`src/rtl/ir_sram_row_loader.sv`:
```
// Streams one input feature map tile into two IR SRAM banks: even image rows to bank 1, odd rows to bank 2.
// Stream order: rows 0/1 interleaved per column, then rows 2..ROW-1 in snake order.
module ir_sram_row_loader #(
    parameter int CHANNEL_OUT = 32,
    parameter int SRAM_NUM    = 16,
    parameter int ROW         = 6,
    parameter int COL         = 6
) (
    input  logic                       clk,
    input  logic                       rst_n,
    input  logic                       start,
    input  logic [CHANNEL_OUT*8-1:0]   data_in_1,
    output logic                       CEN1_ir,
    output logic [SRAM_NUM-1:0]        WEN1_ir,
    output logic [6:0]                 A1_ir,
    output logic [SRAM_NUM*16-1:0]     D1_ir,
    output logic                       CEN2_ir,
    output logic [SRAM_NUM-1:0]        WEN2_ir,
    output logic [6:0]                 A2_ir,
    output logic [SRAM_NUM*16-1:0]     D2_ir,
    output logic                       done
);

    localparam int RW = $clog2(ROW + 1);
    localparam int CW = $clog2(COL + 1);
    localparam int DW = SRAM_NUM * 16;

    typedef enum logic [1:0] {
        IDLE,
        PREP,
        LOAD,
        DONE
    } state_t;

    state_t          state_q;
    logic [RW-1:0]   row_q;
    logic [CW-1:0]   col_q;
    logic            snake_q;
    logic [6:0]      base_q;
    logic            done_q;

    logic [CW-1:0]   col_eff;
    logic [6:0]      addr;

    // In the snake phase col_q counts stream position within the row; even rows run right-to-left.
    always_comb begin
        if (snake_q && !row_q[0]) begin
            col_eff = CW'(COL - 1) - col_q;
        end else begin
            col_eff = col_q;
        end
        addr = base_q + 7'(col_eff);
    end

    always_comb begin
        CEN1_ir = 1'b1;
        WEN1_ir = '1;
        A1_ir   = '0;
        D1_ir   = '0;
        CEN2_ir = 1'b1;
        WEN2_ir = '1;
        A2_ir   = '0;
        D2_ir   = '0;
        if (state_q == LOAD) begin
            if (!row_q[0]) begin
                CEN1_ir = 1'b0;
                WEN1_ir = '0;
                A1_ir   = addr;
                D1_ir   = DW'(data_in_1);
            end else begin
                CEN2_ir = 1'b0;
                WEN2_ir = '0;
                A2_ir   = addr;
                D2_ir   = DW'(data_in_1);
            end
        end
    end

    assign done = done_q;

    // base_q tracks (row/2)*COL incrementally so no multiplier or divider is needed.
    always_ff @(posedge clk or negedge rst_n) begin
        if (!rst_n) begin
            state_q <= IDLE;
            row_q   <= '0;
            col_q   <= '0;
            snake_q <= 1'b0;
            base_q  <= '0;
            done_q  <= 1'b0;
        end else begin
            case (state_q)
                IDLE: begin
                    if (start) begin
                        state_q <= PREP;
                    end
                end
                PREP: begin
                    row_q   <= '0;
                    col_q   <= '0;
                    snake_q <= 1'b0;
                    base_q  <= '0;
                    state_q <= LOAD;
                end
                LOAD: begin
                    if (!snake_q) begin
                        if (!row_q[0]) begin
                            row_q <= RW'(1);
                        end else if (col_q != CW'(COL - 1)) begin
                            row_q <= '0;
                            col_q <= col_q + 1'b1;
                        end else if (ROW == 2) begin
                            state_q <= DONE;
                            done_q  <= 1'b1;
                        end else begin
                            snake_q <= 1'b1;
                            row_q   <= RW'(2);
                            col_q   <= '0;
                            base_q  <= 7'(COL);
                        end
                    end else if (col_q != CW'(COL - 1)) begin
                        col_q <= col_q + 1'b1;
                    end else if (row_q == RW'(ROW - 1)) begin
                        state_q <= DONE;
                        done_q  <= 1'b1;
                    end else begin
                        col_q <= '0;
                        row_q <= row_q + 1'b1;
                        if (row_q[0]) begin
                            base_q <= base_q + 7'(COL);
                        end
                    end
                end
                DONE: begin
                    if (!start) begin
                        state_q <= IDLE;
                        done_q  <= 1'b0;
                    end
                end
                default: state_q <= IDLE;
            endcase
        end
    end

endmodule

```
`config.mk`:
```
export PLATFORM = sky130hd
export DESIGN_NAME = ir_sram_row_loader
export DESIGN_NICKNAME = d
export VERILOG_FILES = /design/src/rtl/ir_sram_row_loader.sv
export SDC_FILE = /design/constraint.sdc
export NUM_CORES = 1
export LEC_CHECK = 0
export CAP_MARGIN = 15
export CORE_AREA = 2 2 317 319
export DETAILED_ROUTE_END_ITERATION = 8
export DIE_AREA = 0 0 319 321
export SYNTH_ARGS = -nofsm -noshare
export SYNTH_HDL_FRONTEND = slang
export SYNTH_SLANG_ARGS = --single-unit
```
`constraint.sdc`:
```
create_clock -name clk -period 2.6 [get_ports clk]
set_input_delay 0.52 -clock clk [delete_from_list [all_inputs] [get_ports clk]]
set_output_delay 0.52 -clock clk [all_outputs]
set_load 0.01 [all_outputs]
```
==> run metrics <==
Core Footprint 99280 um2; setup slack of the most critical reg-to-reg path 0.25 ns; Worst Slack Setup Final -0.1218 ns; R2R Path End base_q[6]$_DFFE_PN0P_; failing checks negative setup slack; Worst-Margin Slew 0.5716 ns; library cell occupying the most area in the post-synthesis netlist sky130_fd_sc_hd__and3_1; CP required 2.08 ns; proportion of power drawn by combinational gates 94.4%; final core utilization 16.88%; synthesized netlist cell count 806; Initial Utilization 5.199%; Maximum Capacitance Violations 0; Hold Fails Final Rpt 0; Filler Cells Inserted 11220; fraction of power consumed by sequential logic 3.1%; Worst setup endpoint A1_ir[6]; H-tree levels 1; synthesized-area fraction occupied by ao, oa, aoi and oai cells 5.673%; Routed Antenna Nets 0; power spent charging and discharging nets 6514 uW; total wirelength of the detailed-routed design 83.70 mm; leakage power total 0.01128 uW; RR Startpoint row_q[0]$_DFFE_PN0P_; average cell area after synthesis 6.403 um2; maximum number of pins on one net before global-route repair 137; class of the most critical setup path reg2out; floorplan row count 116; Iteration-0 DRC Markers 658; layout overhead on the synthesized area 224.6%; WL per Instance 29.23 um; post-route minimum period 2.722 ns; maximum vdd drop 0.4319 mV; EDFF count, synth 0; vias per cell 3.467; final non-filler cell area 16750 um2; Pre-Repair DR Iteration Count 5; CTS buffer count 3; synth top area cells sky130_fd_sc_hd__and3_1 62%, sky130_fd_sc_hd__clkbuf_1 7.9%, sky130_fd_sc_hd__dfrtp_1 7.8%; async set-reset flop share out of synthesis 100.0%; first-pass GRT wire length 97.39 mm; type of origin of the critical path register; ratio of cells with drive above 1 in the final layout 14.51%; unrepaired setup endpoints after global routing true; GPL Wtd Cong 0.8721; CTS tree done; post-synthesis share of cell area spent on xor and xnor gates 1.358%; Chip Width 319 um; buffer depth of the longest clock path 2; clock slew at the register clock pins of the worst setup and hold paths 0.05 ns; area of the die 102400 um2; Area after DPL 15370 um2; total standard cell area after synthesis 5161 um2; Slew Limit Fails 0; internal power consumption 6925 uW; count of yosys warnings during synthesis 0; synthesis-stage register bit count 16; dpl hpwl 66.58 mm; total gr overflow 0; arithmetic-cell share of the synthesized area counting full adders, half adders and majority gates 3.055%; clock latency on the worst-skew pair 0.25 ns; ys flop type sky130_fd_sc_hd__dfrtp_1; final setup violation count 5; final clock period utilization by the worst path 104.7%; critical path fanouts, max 2; clock network fraction of design power 2.5%; number of cell instances on the worst register-to-register path 7; clock sink count 16; share of Yosys cell area claimed by the top area cell type 62.18%; total negative setup slack -0.2700 ns; number of global-route vias before repair 8920; routed vias 9930; aggregate global-route resource usage 14.37%; power density over the cells 802.1 nW/um2; Clk Tree Root Cell sky130_fd_sc_hd__clkbuf_16; capturing element type of the critical path output port; Highest Clock Rate 367.4 MHz; status finished with violations; worst hold-check path type reg2reg; number of antenna violations at the first check in global routing 47; post-synthesis simple-gate area fraction 66.28%; switching part of the total 48.47%; post-route DRC violation count 0; die extent in y 321 um; CP Launch Point col_q[2]$_DFFE_PN0P_; WP data arrival 2.20 ns; unique cell type count in the Yosys netlist 49; post-synthesis mux area share 0.7758%; net total in the final layout 1836; worst clock skew on the final layout 0.001858 ns; post-synth net total 1077; Top-Level Pins 820; count of buffers inserted at the top-level ports 819; worst slew slack as a fraction of its limit 61.78%; combinational family with the most area after synthesis simple AND/OR/NAND/NOR gates; share of the yosys chip area belonging to registers 7.758%
## synth_stat cells (all sizes together) (2+ instances only)
cell type  number
and3          513
clkbuf        109
buf            47
nor2           19
dfrtp          16
ha             11
a21oi          10
inv            10
nand2           8
o21ai           6
a31oi           4
mux2i           4
nand3           4
xnor2           4
xor2            4
a22o            3
a211oi          2
a32o            2
and2            2
nand4           2
nor2b           2
nor3            2
o21a            2
o22ai           2
## metrics by stage
stage / worst slack (ns) / total power (uW) / cells / hold WS (ns)
4_1_cts: -0.1363 / 12560 / 2843 / 0.5372
5_1_grt: -0.2156 / 14280 / 2862 / 0.5738
6_report: -0.1218 / 13440 / 2864 / 0.5329
2_1_floorplan: 0.1435 / 4837 / 806 / 0.2244
3_3_place_gp: -0.3057 / 11360 / 2816 / 0.5214
3_5_place_dp: -0.3430 / 11400 / 2816 / 0.5253
## state kept, by name, summed over array words and instances (netlist names)
name and cells:
col_q 3, row_q 3, done 1, snake_q 1, base_q 6, state_q 2
## kinds of logic after synthesis
family | count (synthesis)
xor+xnor | 8
mux | 4
other cells | 1
simple gates | 556
buf+inv | 167
compound gates | 42
flops | 16
fa+ha+maj | 12
## timing repair
item                       4_1_cts  5_1_grt
gates cloned                    11       13
setup endpoints to repair      481      204
resized for setup              268      221
hold buffers                     0        0
pin swaps                        9       10
setup buffers                   12        6
## layout by cell type, fill, tap and decap left out, types with 3 or more instances in the layout
master and instances:
sky130_fd_sc_hd__a21oi_1 9, sky130_fd_sc_hd__a22o_1 3, sky130_fd_sc_hd__a31oi_1 4, sky130_fd_sc_hd__and3_1 495, sky130_fd_sc_hd__and3_4 18, sky130_fd_sc_hd__buf_12 74, sky130_fd_sc_hd__buf_16 13, sky130_fd_sc_hd__buf_2 9
sky130_fd_sc_hd__buf_4 56, sky130_fd_sc_hd__buf_6 15, sky130_fd_sc_hd__bufbuf_16 7, sky130_fd_sc_hd__clkbuf_16 13, sky130_fd_sc_hd__clkdlybuf4s15_1 7, sky130_fd_sc_hd__clkdlybuf4s50_1 360, sky130_fd_sc_hd__dfrtp_1 15, sky130_fd_sc_hd__dlygate4sd2_1 188
sky130_fd_sc_hd__dlymetal6s2s_1 168, sky130_fd_sc_hd__ha_1 8, sky130_fd_sc_hd__ha_4 3, sky130_fd_sc_hd__inv_1 7, sky130_fd_sc_hd__mux2i_1 4, sky130_fd_sc_hd__nand2_1 6, sky130_fd_sc_hd__nand3_1 3, sky130_fd_sc_hd__nor2_1 18
sky130_fd_sc_hd__o21ai_0 4, sky130_fd_sc_hd__xnor2_1 4, sky130_fd_sc_hd__xor2_1 3
## per-layer routing
layer | up-vias | share of wire, % | track usage (%) | wire [um]
li1 | 4401 | - | - | -
met1 | 4794 | 44 | 18.91 | 36610
met2 | 638 | 43 | 22.13 | 36350
met3 | 83 | 12 | 6.825 | 9855
met4 | 14 | 0.97 | 0.8595 | 809
met5 | - | 0.10 | 0 | 87
## power groups by stage
| stage | combinational [uW] | sequential, uW | clock [uW] |
|---|---|---|---|
| final | 12700 | 411 | 337 |
| after global routing | 13500 | 420 | 358 |
| after CTS | 11800 | 402 | 344 |
| after detailed placement | 11000 | 400 | 0 |
| after global placement | 11000 | 395 | 0 |
| after floorplan | 4470 | 370 | 0 |
## worst min-delay path by stage
stage               cells past startpoint            startpoint               endpoint
finish                                  1  row_q[1]$_DFFE_PN0P_   row_q[1]$_DFFE_PN0P_
global route                            1  row_q[1]$_DFFE_PN0P_   row_q[1]$_DFFE_PN0P_
CTS                                     1  row_q[1]$_DFFE_PN0P_   row_q[1]$_DFFE_PN0P_
detailed placement                      1  row_q[1]$_DFFE_PN0P_   row_q[1]$_DFFE_PN0P_
global placement                        1  row_q[1]$_DFFE_PN0P_   row_q[1]$_DFFE_PN0P_
floorplan                               0                 rst_n  base_q[1]$_DFFE_PN0P_
## worst max-delay path, stage by stage (launching register included)
cell and delay [ns]:
sky130_fd_sc_hd__dfrtp_1 0.42, sky130_fd_sc_hd__ha_4 0.26, sky130_fd_sc_hd__a31o_4 0.25, sky130_fd_sc_hd__ha_4 0.26
sky130_fd_sc_hd__nor2b_4 0.15, sky130_fd_sc_hd__o21bai_1 0.08, sky130_fd_sc_hd__xor2_1 0.16, sky130_fd_sc_hd__buf_4 0.15
sky130_fd_sc_hd__nor2_4 0.11, sky130_fd_sc_hd__buf_6 0.11
## cell type report
type                            count  area (um2)  area share (%)
Antenna cell                        2       5.005         0.02987
Clock buffer                        4       88.84          0.5302
Multi-Input combinational cell    623        4175           24.92
Inverter                           11       48.80          0.2912
Timing Repair Buffer              910       10410           62.12
Sequential cell                    16       404.1           2.412
Tap cell                         1298        1624           9.693
Power figures use the tool's default switching activity.
